$ cat src/rtl/keyboard_capture.sv
// keyboard_capture: snoops CPU accesses to PIA1 and keeps a cached copy of the
// physical PET keyboard matrix for the Pi. Port A writes select the scanned row.
// Port B reads return the column byte for that row. A row whose byte changes is
// written into the cache and queued as a {row, byte} event in a small
// first-word-fall-through FIFO.
// Optional build macro: KBD_CAPTURE_DEBOUNCE_EN. When it is defined, a change
// is committed only after two consecutive identical differing scans.
module keyboard_capture #(
  parameter int NUM_ROWS   = 10,
  parameter int FIFO_DEPTH = 8
) (
  input  logic        clk,
  input  logic        reset_b,
  input  logic [1:0]  bus_addr,
  input  logic [7:0]  bus_data_in,
  input  logic        cpu_write,
  input  logic        io_read,
  input  logic        pia1_enabled_in,
  input  logic        kbd_intercept_in,
  input  logic [3:0]  pi_row_addr,
  output logic [7:0]  pi_row_data,
  output logic        evt_valid,
  output logic [11:0] evt_data,
  input  logic        evt_pop,
  output logic        overflow,
  input  logic        overflow_clr
);

  typedef enum logic [1:0] {
    REG_PORTA = 2'd0,
    REG_CRA   = 2'd1,
    REG_PORTB = 2'd2,
    REG_CRB   = 2'd3
  } reg_sel_e;

  localparam int          RIDX_W    = (NUM_ROWS > 1) ? $clog2(NUM_ROWS) : 1;
  localparam int          AW        = (FIFO_DEPTH > 1) ? $clog2(FIFO_DEPTH) : 1;
  localparam logic [4:0]  ROW_LIMIT = 5'(NUM_ROWS);
  localparam logic [AW:0] PTR_ONE   = (AW + 1)'(1);

  reg_sel_e          reg_sel;
  logic              wr_a;
  logic              rd_b;
  logic              wr_a_q;
  logic              rd_b_q;
  logic [7:0]        data_q;
  logic              icpt_q;
  logic              commit_a;
  logic              commit_b;

  logic [3:0]        row_sel;
  logic [RIDX_W-1:0] ridx;
  logic              row_ok;
  logic [7:0]        cur_row;
  logic              b_take;
  logic              differs;
  logic              do_commit;

  logic [7:0]        matrix [NUM_ROWS];

  logic [11:0]       mem [FIFO_DEPTH];
  logic [AW:0]       wr_ptr;
  logic [AW:0]       rd_ptr;
  logic              empty;
  logic              full;
  logic              push;
  logic              push_ok;
  logic              pop_ok;

  logic              pi_ok;

  assign reg_sel = reg_sel_e'(bus_addr);
  assign wr_a    = cpu_write && pia1_enabled_in && (reg_sel == REG_PORTA);
  assign rd_b    = io_read   && pia1_enabled_in && (reg_sel == REG_PORTB);

  // Register the qualified strobes and latch bus data on every high cycle,
  // so the value held at the falling edge is the one from the last high cycle.
  always_ff @(posedge clk or negedge reset_b) begin
    if (!reset_b) begin
      wr_a_q <= 1'b0;
      rd_b_q <= 1'b0;
      data_q <= '0;
      icpt_q <= 1'b0;
    end else begin
      wr_a_q <= wr_a;
      rd_b_q <= rd_b;
      if (wr_a || rd_b) begin
        data_q <= bus_data_in;
        icpt_q <= kbd_intercept_in;
      end
    end
  end

  assign commit_a = wr_a_q && !wr_a;
  assign commit_b = rd_b_q && !rd_b;

  // Row select follows the low nibble of port A writes.
  always_ff @(posedge clk or negedge reset_b) begin
    if (!reset_b) begin
      row_sel <= '0;
    end else if (commit_a) begin
      row_sel <= data_q[3:0];
    end
  end

  assign ridx = row_sel[RIDX_W-1:0];

  // Decide whether a port B read represents a genuine physical change.
  always_comb begin
    row_ok  = ({1'b0, row_sel} < ROW_LIMIT);
    cur_row = row_ok ? matrix[ridx] : 8'hFF;
    b_take  = commit_b && row_ok && !icpt_q;
    differs = (data_q != cur_row);
  end

`ifdef KBD_CAPTURE_DEBOUNCE_EN
  logic [7:0]          pend [NUM_ROWS];
  logic [NUM_ROWS-1:0] pend_v;

  // A change commits only when it matches the byte seen on the previous scan.
  always_comb begin
    do_commit = b_take && differs && pend_v[ridx] && (pend[ridx] == data_q);
  end

  // Track the candidate byte for each row between scans.
  always_ff @(posedge clk or negedge reset_b) begin
    if (!reset_b) begin
      for (int unsigned i = 0; i < NUM_ROWS; i++) begin
        pend[i] <= 8'hFF;
      end
      pend_v <= '0;
    end else if (b_take) begin
      if (!differs) begin
        pend_v[ridx] <= 1'b0;
      end else if (pend_v[ridx] && (pend[ridx] == data_q)) begin
        pend_v[ridx] <= 1'b0;
      end else begin
        pend[ridx]   <= data_q;
        pend_v[ridx] <= 1'b1;
      end
    end
  end
`else
  // Any differing scan commits immediately.
  always_comb begin
    do_commit = b_take && differs;
  end
`endif

  // Cached keyboard matrix; idle rows read as all keys released.
  always_ff @(posedge clk or negedge reset_b) begin
    if (!reset_b) begin
      for (int unsigned i = 0; i < NUM_ROWS; i++) begin
        matrix[i] <= 8'hFF;
      end
    end else if (do_commit) begin
      matrix[ridx] <= data_q;
    end
  end

  // FIFO status and push/pop qualification. A full FIFO still accepts a push
  // when the head is popped in the same cycle; pop on empty is ignored, so a
  // simultaneous push into an empty FIFO just stores.
  always_comb begin
    empty   = (wr_ptr == rd_ptr);
    full    = (wr_ptr[AW] != rd_ptr[AW]) && (wr_ptr[AW-1:0] == rd_ptr[AW-1:0]);
    push    = do_commit;
    pop_ok  = evt_pop && !empty;
    push_ok = push && (!full || pop_ok);
  end

  // Event FIFO storage and pointers.
  always_ff @(posedge clk or negedge reset_b) begin
    if (!reset_b) begin
      for (int unsigned i = 0; i < FIFO_DEPTH; i++) begin
        mem[i] <= '0;
      end
      wr_ptr <= '0;
      rd_ptr <= '0;
    end else begin
      if (push_ok) begin
        mem[wr_ptr[AW-1:0]] <= {row_sel, data_q};
        wr_ptr              <= wr_ptr + PTR_ONE;
      end
      if (pop_ok) begin
        rd_ptr <= rd_ptr + PTR_ONE;
      end
    end
  end

  // Head entry is presented directly; zero when nothing is queued.
  always_comb begin
    evt_valid = !empty;
    evt_data  = empty ? '0 : mem[rd_ptr[AW-1:0]];
  end

  // Sticky drop flag; a new drop takes priority over a clear in the same cycle.
  always_ff @(posedge clk or negedge reset_b) begin
    if (!reset_b) begin
      overflow <= 1'b0;
    end else if (push && full && !pop_ok) begin
      overflow <= 1'b1;
    end else if (overflow_clr) begin
      overflow <= 1'b0;
    end
  end

  assign pi_ok = ({1'b0, pi_row_addr} < ROW_LIMIT);

  // Pi random-access read port; shows the matrix as it stood before this edge.
  always_ff @(posedge clk or negedge reset_b) begin
    if (!reset_b) begin
      pi_row_data <= 8'hFF;
    end else begin
      pi_row_data <= pi_ok ? matrix[pi_row_addr[RIDX_W-1:0]] : 8'hFF;
    end
  end

endmodule

$ cat config.mk
export PLATFORM = sky130hd
export DESIGN_NAME = keyboard_capture
export DESIGN_NICKNAME = d
export VERILOG_FILES = /design/src/rtl/keyboard_capture.sv
export SDC_FILE = /design/constraint.sdc
export NUM_CORES = 1
export LEC_CHECK = 0
export BUFFER_PORTS_ARGS = -buffer_cell sky130_fd_sc_hd__buf_4
export CAP_MARGIN = 20
export CORE_MARGIN = 4
export CORE_UTILIZATION = 50
export DETAILED_ROUTE_END_ITERATION = 6
export GPL_ROUTABILITY_DRIVEN = 1
export GPL_TIMING_DRIVEN = 0
export PLACE_DENSITY = 0.64
export SETUP_SLACK_MARGIN = 0.5
export SLEW_MARGIN = 40
export SYNTH_ARGS = -nofsm -noshare
export SYNTH_HDL_FRONTEND = slang
export SYNTH_SLANG_ARGS = --single-unit
$ cat constraint.sdc
create_clock -name clk -period 3.4 [get_ports clk]
set_input_delay 0.51 -clock clk [delete_from_list [all_inputs] [get_ports clk]]
set_output_delay 0.51 -clock clk [all_outputs]
set_load 0.01 [all_outputs]
Yosys cells after proc, flatten, opt, wreduce, memory -nomap -nowiden

Index checks and enable logic that the tools add are counted.

Word-level logic and storage cells: 92
Bits of input ports: 22
Register bits after elaboration: 208
Output and inout port bits: 22

Reductions and logical operators: 26
Multiplexer cells: 20
Magnitude comparators: 8
Bitwise logic cells: 4
Equality and inequality tests: 5
$add $sub $neg: 2

Operator list:

| cell                | count |
|---|---|
| $bwmux 96           | 1 |
| $bwmux 80           | 1 |
| $bmux 8 s4          | 2 |
| $mux 8              | 7 |
| $mux 12             | 4 |
| $bmux 12 s3         | 1 |
| $demux 12 s3        | 1 |
| $demux 8 s4         | 1 |
| $logic_and 1x1->1   | 16 |
| $ge 5x5->1 const B  | 2 |
| $not 4->5           | 2 |
| $add 4x1->4 const B | 2 |
| $ge 4x4->1 const B  | 2 |
| $lt 4x4->1 const B  | 2 |
| $ne 8x8->1          | 1 |
| $not 3->4           | 2 |
| $logic_not 1->1     | 6 |
| $lt 5x1->1 const B  | 1 |
| $eq 4x4->1          | 1 |
| $lt 4x1->1 const B  | 1 |
| $eq 3x3->1          | 1 |
| $eq 2x2->1 const B  | 1 |
| $logic_not 2->1     | 1 |
| $logic_or 1x1->1    | 2 |
| 3 further kinds     | 4 |

Logic depth before layout (Yosys ltp)

Gate-level depths: netlist of the first run.

Depth in word-level cells: 10
Mapped depth: 13
Depth with buffers taken out: 8

Worst setup path after synthesis of the first run

Ideal clock, no wire load.

Kind: register -> register
From: register row_sel[0] (netlist: ridx[0])
To: register mem[10] (netlist bit)
Library setup time: 0.125 ns
Required time: 3.275 ns
Path buffers: 4
Data arrival time: 2.892 ns
Clock period less this slack: 3.018 ns
Setup slack: 0.382 ns
Stages on the path, launching flop included: 12
Cells stage by stage: dfrtp_1 -> buf_6 -> buf_12 -> mux4_2 -> xnor2_1 -> nand4_1 -> nor2_1 -> o311a_1 -> or4b_1 -> buf_2 -> buf_6 -> mux2_4

Word-level cells in the longest chain between the ends: 8
Elaborated cells between the ends (all ways): 11
Classes of those cells: 1 x order compare; 1 x eq/ne; 4 x mux; 1 x bitwise; 4 x reduce/logical

Ends and longest elaborated chain:

| element                                   | RTL line | RTL |
|---|---|---|
| from (decl)                               | 51       | `logic [3:0] row_sel;` |
| from (signal assigned)                    | 102      | `row_sel <= data_q[3:0];` |
| $not 4->5 (implied by the code)           | 111      | `cur_row = row_ok ? matrix[ridx] : 8'hFF;` |
| $bmux 8 s4                                | 111      |  |
| $mux 8 (implied by the code) (2 in a row) | 111      |  |
| $mux 8                                    | 111      |  |
| $ne 8x8->1                                | 113      | `differs = (data_q != cur_row);` |
| $logic_and 1x1->1 (*)                     | 146      | `do_commit = b_take && differs;` |
| $logic_and 1x1->1 (*)                     | 169      | `push_ok = push && (!full \|\| pop_ok);` |
| to (signal, indexed assignment)           | 182      | `mem[wr_ptr[AW-1:0]] <= {row_sel, data_q};` |
| to (decl)                                 | 61       | `logic [11:0] mem [FIFO_DEPTH];` |

Every way passes the cells marked *; elsewhere a longest branch is shown, timed or not. The select of a mux whose other input is x is not followed.
A chain may end at the register's enable or synchronous reset.

Final worst setup path of the first run

From: register row_sel[0] (netlist: ridx[0])
To: register mem[9] (netlist bit)

Same word-level chain as after synthesis.

==> impl_metrics.toml, run 1 <==
[global_routing]
grt_pass1_vias = 7094
antenna_found_initial = 0
grt_max_degree = 67
grt_pass1_wl_mm = 40.0
grt_overflow = 0
grtUsageTotal_pct = 21.6

[yosys]
synthCells = 719
async_flop_share_pct = 100
synth-seq-area-share_pct = 51.0
synth_fp_nets = 743
yosysWarnings = 0
ys.flop_type = "dfrtp_1"
yosysUniqueCellTypes = 48
synth-edff-count = 0
synth_seq_cells = 208
netlist_area_um2 = 10400
syn_area_per_cell_um2 = 14.5

[sta]
max_freq_mhz = 307
worst_pin_slew_ns = 0.729
rsz0062_at_grt = "yes"
finalHoldViolCount = 0
finalSetupViolCount = 0
fin_crit_ns = 3.26
finalCritPeriodShare_pct = 95.8
skew_ns = 0.0174
drv_slew = 0
relSlewSlack_pct = 51.4

[die]
rows = 52
core_um2 = 20400
io_pins = 44
fp.dieH_um = 152
die_area_um2 = 23200
die_x_um = 152
initial_core_util_pct = 51.1

[layout]
num_antenna_cells = 0
area_growth_pct = 23.2
layoutNonFillerInstCount = 1111
num-fill-cells = 1513
drive_gt1_share_pct = 61.6
final_cell_mix = "mux2_2 (178), dfrtp_1 (119), dfstp_2 (88)"
final_cell_area_um2 = 12800
layout_commonest_cell = "mux2_2"
nets = 849

[placed_design]
dp.cells = 1032
gp_congestion = 0.816
port-buffer-count = 40
dpl.hpwl_mm = 17.4
placed_area_um2 = 11200

[worst_hold_path]
hp-class = "in -> reg"

[run]
drv_cap = 0

[critical_path]
cpMostUsedCell = "clkbuf_16"
path_cells = "clkbuf_16 > mux4_2 > mux2i_2 > xnor2_1 > nor2_1 > a32o_2 > o311a_4 > or4b_4 > buf_6 > clkbuf_16 > mux2_4"
crit_path_max_incr_delay_ns = 0.50
cpLargestDelayFamily = "multiplexers"
crit_required_ns = 3.79
crit_type = "reg -> reg"
end_kind = "flip-flop"
startpoint_type = "flip-flop"
crit_arrival_ns = 3.65
worstPathBufferInverterCount = 3
slowest_stage = "mux4_2"
cp_max_fo = 5

[drt]
vias_per_cell = 5.88
drt-pass1-iter-count = 5
wl_per_cell_um = 22.9
route.vias.total = 6534
final_antenna_net_count = 0
drtIter0Drc = 349
drc = 0
wirelength_mm = 25.5

[clocking]
clock_latency_ns = 0.51
htreeDepth = 1
cts_tree = "done"
cts.sinks = 208
clk_pin_slew_ns = 0.06
cts_max_path_buffers = 3
cts-buffers-inserted = 23
root_buffer = "clkbuf_16"

[pwr]
power.density_nw_per_um2 = 691
p_leak_nw = 5.60
peakVddDrop_uv = 422

[status]
status = "finished, final reports clean"
==> flip-flops by register name, indices dropped and copies added (netlist names) <==
| name | cells |
|---|---|
| wr_ptr | 4 |
| matrix | 80 |
| rd_b_q | 1 |
| overflow | 1 |
| ridx | 4 |
| icpt_q | 1 |
| data_q | 8 |
| rd_ptr | 4 |
| mem | 96 |
| pi_row_data | 8 |
| wr_a_q | 1 |
==> layout make-up <==
class,instances,area [um2],area share (%)
plain buffers,64,430,3.35
clock buffers,32,649,5.06
clock inverters,9,151,1.18
inverters,7,26.3,0.205
multi-input cells,440,5020,39.1
flip-flops and latches,208,5320,41.4
well taps,270,338,2.63
repair buffers,81,902,7.03
==> where the power goes <==
group / internal [mW] / switching (mW) / leakage [nW]
registers: 3.05 / 0.298 / 2.53
logic: 1.47 / 1.43 / 2.68
clock network: 1.64 / 0.987 / 0.391
==> kinds of logic after synthesis <==
logic type / share of synthesized area (%)
and+or+nand+nor: 4.54
xor gates and xnor gates: 2.35
muxes: 35.9
DFF: 51.0
buffers and inverters: 3.09
AOI/OAI and AO/OA: 2.85
adders and majority gates: 0.240
==> through the flow <==
| stage | setup slack, ns | utilization (%) | TNS (ns) | hold slack, ns | power [mW] |
|---|---|---|---|---|---|
| 2_1_floorplan | 0.421 | - | 0 | 0.214 | 5.09 |
| 3_3_place_gp | -0.276 | 54.4 | -19.63 | 0.469 | 5.77 |
| 3_5_place_dp | -0.207 | 55.0 | -6.63 | 0.427 | 5.91 |
| 4_1_cts | 0.115 | 60.8 | 0 | 0.191 | 8.69 |
| 5_1_grt | 0.0997 | 63.0 | 0 | 0.192 | 9.30 |
| 6_report | 0.143 | 63.0 | 0 | 0.206 | 8.87 |
==> layer usage <==
layer / track usage, % / part of all wire, %
met4: 6.08 / 2.4
met2: 37.4 / 52
met3: 3.10 / 3.4
met1: 28.5 / 43
met5: 0 / 0
==> synthesized netlist by cell type (all sizes together), types with 2 or more instances <==
library cell / instances / area [um2]
and4: 2 / 17.5
mux4: 54 / 1220
nor4b: 3 / 26.3
xnor2: 23 / 201
nand2: 13 / 48.8
nand4: 5 / 31.3
nor3: 3 / 15.0
nor2b: 4 / 25.0
mux2: 199 / 2280
mux2i: 24 / 240
nor4bb: 2 / 20.0
a2bb2oi: 3 / 26.3
o211ai: 3 / 22.5
a32o: 2 / 20.0
o22ai: 9 / 56.3
inv: 7 / 26.3
nand4b: 4 / 35.0
buf: 24 / 145
o21ai: 23 / 115
dfrtp: 120 / 3000
ha: 2 / 25.0
nand2b: 2 / 12.5
nor2: 28 / 108
dfstp: 88 / 2310
or3: 2 / 12.5
nand3b: 2 / 15.0
clkbuf: 40 / 150
xor2: 5 / 43.8
nand3: 12 / 60.1
==> worst paths after layout <==
| path | cells after the start | slack (ns) | to | start |
|---|---|---|---|---|
| min in group asynchronous | 2 | 0.47 | mem[41]$_DFFE_PN0P_ | reset_b |
| worst max-delay path | 11 | 0.14 | mem[9]$_DFFE_PN0P_ | ridx[0]$_DFFE_PN0P_ |
| max in group asynchronous | 4 | 1.97 | matrix[57]$_DFFE_PN1P_ | reset_b |
| worst max register to register | 11 | 0.14 | mem[9]$_DFFE_PN0P_ | ridx[0]$_DFFE_PN0P_ |
| worst min register to register | 1 | 0.49 | mem[26]$_DFFE_PN0P_ | mem[26]$_DFFE_PN0P_ |
| worst min-delay path | 2 | 0.21 | overflow$_DFFE_PN0P_ | overflow_clr |
==> timing repair <==
action	4_1_cts	5_1_grt
hold endpoints to repair	12	0
pin swaps	10	16
gates resized for setup	35	61
hold buffers	1	0
buffers inserted	16	16
setup endpoints to repair	193	193
gates cloned	0	5
No activity file was read; power rests on OpenSTA's default activity.
==> run 2, diff against run 1 <==
Settings changed: PLACE_DENSITY 0.64 to 0.72.
==> run 2 against run 1 <==
  * Sequential cell count is the same
  * Global-route usage grew 0.64 points
  * Utilization grew 0.85 points
  * Die area is the same
  * Hold slack lost 0.00053 ns
  * Critical path type unchanged
  * Largest power group unchanged
  * Highest routed layer unchanged
==> impl_metrics.toml, run 2 (same netlist as run 1, synthesis figures left out) <==
[status]
status = "finished, final reports clean"

[layout]
regArea_um2 = 5320
layoutNonFillerInstCount = 1115
reg_top3 = "mem: 96 flops, matrix: 80 flops"
num_antenna_cells = 0
largest_register_ffs = 96
multi_input_area_um2 = 5090
nets = 853
final_cell_mix = "mux2_2 (183), dfrtp_1 (119), dfstp_2 (88)"
num-fill-cells = 1408
area_growth_pct = 24.9
layout_commonest_cell = "mux2_2"
drive_gt1_share_pct = 62.5
largest_register = "mem"
final_cell_area_um2 = 13000
utilization_pct = 63.9

[clocking]
cts-buffers-inserted = 23
root_buffer = "clkbuf_16"
cts_tree = "done"
cts_max_path_buffers = 3
clk_pin_slew_ns = 0.06
htreeDepth = 1
clock_latency_ns = 0.51
cts.sinks = 208

[sta]
finalCritPeriodShare_pct = 95.3
finalHoldViolCount = 0
finalSetupViolCount = 0
drv_slew = 0
skew_ns = 0.0101
rsz0062_at_grt = "yes"
worst_pin_slew_ns = 0.765
max_freq_mhz = 309
relSlewSlack_pct = 49.0
fin_crit_ns = 3.24

[die]
core_um2 = 20400
die_x_um = 152
io_pins = 44
rows = 52
die_area_um2 = 23200
initial_core_util_pct = 51.1
fp.dieH_um = 152

[drt]
vias_per_cell = 6.01
drtIter0Drc = 557
final_antenna_net_count = 0
wirelength_mm = 26.8
wl_per_cell_um = 24.0
drt-pass1-iter-count = 4
drc = 0
route.vias.total = 6697

[global_routing]
grt_max_degree = 81
grt_pass1_wl_mm = 41.1
antenna_found_initial = 0
grt_overflow = 0
grt_pass1_vias = 7051
grtUsageTotal_pct = 22.2

[placed_design]
dpl.hpwl_mm = 16.9
placed_area_um2 = 11200
port-buffer-count = 40
dp.cells = 1031
gp_congestion = 0.891

[critical_path]
crit_type = "reg -> reg"
crit_required_ns = 3.79
r2r_cells = 10
end_kind = "flip-flop"
cp_max_fo = 7
startpoint_type = "flip-flop"
crit_arrival_ns = 3.63

[pwr]
p_leak_nw = 5.68
clockPowerShare_pct = 28.1
p_seq_share_pct = 38.3
peakVddDrop_uv = 395
p_switching_mw = 2.76
power.density_nw_per_um2 = 675
switching_share_pct = 31.4
p_int_mw = 6.02
power_frac_comb_pct = 33.6

[worst_hold_path]
hp-class = "in -> reg"
min_path_cells = 2

[run]
drv_cap = 0
-- run 2: path summary, 6_finish.rpt --
kind | startpoint | to | slack, ns
setup / recovery | ridx[0]$_DFFE_PN0P_ | mem[10]$_DFFE_PN0P_ | 0.16
setup reg to reg | ridx[0]$_DFFE_PN0P_ | mem[10]$_DFFE_PN0P_ | 0.16
hold reg to reg | mem[19]$_DFFE_PN0P_ | mem[19]$_DFFE_PN0P_ | 0.49
max in group asynchronous | reset_b | matrix[25]$_DFFE_PN1P_ | 1.71
min in group asynchronous | reset_b | mem[92]$_DFFE_PN0P_ | 0.54
hold / removal | bus_addr[0] | wr_a_q$_DFF_PN0_ | 0.21
-- run 2: repair_timing --
action / in CTS / in global routing
setup endpoints to repair: 194 / 185
buffers inserted: 25 / 10
pin swaps: 17 / 14
hold buffers: 1 / 0
gates cloned: 3 / 4
hold endpoints to repair: 60 / 0
resized for setup: 78 / 55
-- run 2: stage by stage --
step / hold slack, ns / setup slack (ns) / setup TNS, ns / total power, mW
after floorplan: 0.214 / 0.421 / 0 / 5.09
after global placement: 0.469 / -0.281 / -21.95 / 5.75
after detailed placement: 0.475 / -0.164 / -9.99 / 5.90
after CTS: 0.191 / 0.165 / 0 / 8.63
after global routing: 0.206 / 0.122 / 0 / 9.18
final: 0.205 / 0.161 / 0 / 8.77
-- run 2: worst max-delay path: stages (launching register included) --
cell	delay [ns]
dfrtp_2	0.42
buf_12	0.17
buf_6	0.11
mux4_2	0.53
xnor2_1	0.17
and4_4	0.23
o311a_4	0.39
or4b_4	0.50
buf_8	0.16
buf_16	0.14
mux2_4	0.30
-- run 2: layout make-up --
| type | instances | area share, % |
|---|---|---|
| Inverter | 7 | 0.202 |
| Buffer | 64 | 3.82 |
| Multi-Input combinational cell | 440 | 39.2 |
| Sequential cell | 208 | 40.9 |
| Clock buffer | 36 | 5.42 |
| Clock inverter | 5 | 0.414 |
| Timing Repair Buffer | 85 | 7.50 |
| Tap cell | 270 | 2.60 |
-- run 2: metal layers --
layer | routed length, um | vias up | GRT usage [%] | part of all wire (%)
li1 | - | 2884 | - | -
met2 | 13100 | 220 | 35.9 | 49
met3 | 1560 | 44 | 3.55 | 5.8
met4 | 498 | 0 | 5.27 | 1.9
met5 | 0 | - | 0 | 0
met1 | 11600 | 3549 | 31.9 | 43
-- run 2: power groups by stage --
| stage | clock, mW | combinational, mW | sequential (mW) |
|---|---|---|---|
| after global routing | 2.62 | 3.15 | 3.41 |
| after floorplan | 0 | 1.83 | 3.27 |
| after detailed placement | 0 | 2.52 | 3.37 |
| after global placement | 0 | 2.44 | 3.32 |
| final | 2.47 | 2.95 | 3.36 |
| after CTS | 2.50 | 2.78 | 3.34 |
==> run 3, diff against run 2 <==
Settings changed: BUFFER_PORTS_ARGS -buffer_cell sky130_fd_sc_hd__buf_4 to -buffer_cell sky130_fd_sc_hd__buf_2, GPL_TIMING_DRIVEN 0 to default.
==> run 3 against run 2 <==
  * Hold slack worse by 0.20 ns
  * Design area is 2.6% lower
  * Sequential power is 5% higher
  * Clock skew is 0.0094 ns higher
  * Critical path type unchanged
  * Combinational power is 12% lower
==> impl_metrics.toml, run 3 (same netlist as run 1, synthesis figures left out) <==
[sta]
drv_slew = 0
rsz0062_at_grt = "yes"
fin_crit_ns = 3.06
finalSetupViolCount = 0
finalHoldViolCount = 0
worst_pin_slew_ns = 0.659
max_freq_mhz = 327
finalCritPeriodShare_pct = 89.9
skew_ns = 0.0195
finalSetupTns_ns = 0
relSlewSlack_pct = 56.1

[run]
drv_cap = 0

[die]
io_pins = 44
fp.dieH_um = 152
rows = 52
die_x_um = 152
initial_core_util_pct = 51.1
die_area_um2 = 23200
core_um2 = 20400

[layout]
layout_commonest_cell = "mux2_2"
reg_top3 = "mem: 96 flops, matrix: 80 flops"
regArea_um2 = 5320
largest_register = "mem"
area_growth_pct = 21.6
num_antenna_cells = 0
final_cell_mix = "mux2_2 (180), dfrtp_1 (116), dfstp_2 (88)"
nets = 812
num-fill-cells = 1429
largest_register_ffs = 96
multi_input_area_um2 = 5070
drive_gt1_share_pct = 65.3

[drt]
drtIter0Drc = 620
drc = 0
wirelength_mm = 26.0
route.vias.total = 6540
vias_per_cell = 6.09
final_antenna_net_count = 0
wl_per_cell_um = 24.2
drt-pass1-iter-count = 5

[global_routing]
grtUsageTotal_pct = 21.7
antenna_found_initial = 0
grt_pass1_wl_mm = 40.4
grt_pass1_vias = 7070
grt_max_degree = 80
grt_overflow = 0

[worst_hold_path]
hp-class = "in -> async"

[pwr]
p_seq_share_pct = 39.2
peakVddDrop_uv = 420
p_leak_nw = 5.61
p_switching_mw = 2.73
p_int_mw = 6.28
power_frac_comb_pct = 29.0
switching_share_pct = 30.3
power.density_nw_per_um2 = 711
total_power_mw = 9.01
clockPowerShare_pct = 31.9

[critical_path]
startpoint_type = "flip-flop"
crit_arrival_ns = 3.47
cp_max_fo = 13
crit_type = "reg -> reg"
crit_required_ns = 3.81
end_kind = "flip-flop"

[clocking]
htreeDepth = 1
cts-buffers-inserted = 23
root_buffer = "clkbuf_16"
cts_tree = "done"
clk_pin_slew_ns = 0.06
cts_max_path_buffers = 3
cts.sinks = 208
clock_latency_ns = 0.53

[placed_design]
port-buffer-count = 43
gp_congestion = 0.883
dpl.hpwl_mm = 15.7

[status]
status = "finished, final reports clean"
==> run 3: cell types whose count changed in the layout (fill, tap and decap cells not counted), moves of 4 or more <==
cell	previous run	this run
buf_12	21	7
clkbuf_1	36	2
nor2_4	9	4
clkbuf_2	6	0
bufinv_16	1	5
buf_4	54	30
mux2_4	12	16
buf_2	5	41
==> run 3: power by group through the flow <==
| stage | Clock [mW] | Sequential [mW] | Combinational [mW] |
|---|---|---|---|
| after global routing | 3.03 | 3.59 | 2.80 |
| after detailed placement | 0 | 3.53 | 2.23 |
| after CTS | 2.91 | 3.49 | 2.48 |
| after global placement | 0 | 3.49 | 2.17 |
| final | 2.87 | 3.53 | 2.61 |
| after floorplan | 0 | 3.27 | 1.83 |
==> run 3: critical path, cell delays in order, from the launching register on <==
cell     delay [ns]
dfrtp_4        0.49
buf_12         0.16
buf_4          0.13
mux4_2         0.43
xnor2_1        0.15
and4_4         0.22
o311a_4        0.37
or4b_4         0.50
buf_12         0.18
mux2_4         0.30
==> run 3: per-layer routing <==
layer,wire [um],GRT usage (%),up-vias
li1,-,-,2807
met1,11100,30.6,3458
met2,12800,36.0,234
met3,1530,2.78,41
met4,521,5.44,0
met5,0,0,-
==> run 3: area by class of cell <==
class	instances	area share, %
multi-input cells	441	40.0
flip-flops and latches	208	42.0
repair buffers	107	8.10
inverters	7	0.207
clock inverters	8	1.47
clock buffers	33	5.56
well taps	270	2.67
==> run 3: path summary, 6_finish.rpt <==
path | startpoint | endpoint | slack (ns) | cells past startpoint
min in group clk | overflow_clr | overflow$_DFFE_PN0P_ | 0.18 | 2
worst max-delay path | ridx[0]$_DFFE_PN0P_ | mem[2]$_DFFE_PN0P_ | 0.34 | 9
worst min register to register | mem[19]$_DFFE_PN0P_ | mem[19]$_DFFE_PN0P_ | 0.49 | 1
worst max register to register | ridx[0]$_DFFE_PN0P_ | mem[2]$_DFFE_PN0P_ | 0.34 | 9
worst min-delay path | reset_b | mem[87]$_DFFE_PN0P_ | 0.008 | 1
max in group asynchronous | reset_b | matrix[72]$_DFFE_PN1P_ | 2.50 | 2
==> run 3: repair_timing <==
action,4_1_cts,5_1_grt
hold buffers,0,0
endpoints found under the setup margin,181,170
gates cloned,4,3
gates resized for setup,61,40
pin swaps,9,5
buffers inserted,12,6
==> run 3: per-stage QoR <==
step / cells / hold slack, ns / cell area, um2 / setup slack [ns] / utilization (%)
2_1_floorplan: 719 / 0.214 / 10400 / 0.421 / -
3_3_place_gp: 1008 / 0.468 / 11000 / 0.146 / 54.1
3_5_place_dp: 1008 / 0.481 / 11000 / 0.108 / 54.1
4_1_cts: 1065 / 0.0305 / 12400 / 0.350 / 60.7
5_1_grt: 1074 / 0.0465 / 12700 / 0.276 / 62.2
6_report: 1074 / 0.00832 / 12700 / 0.345 / 62.2
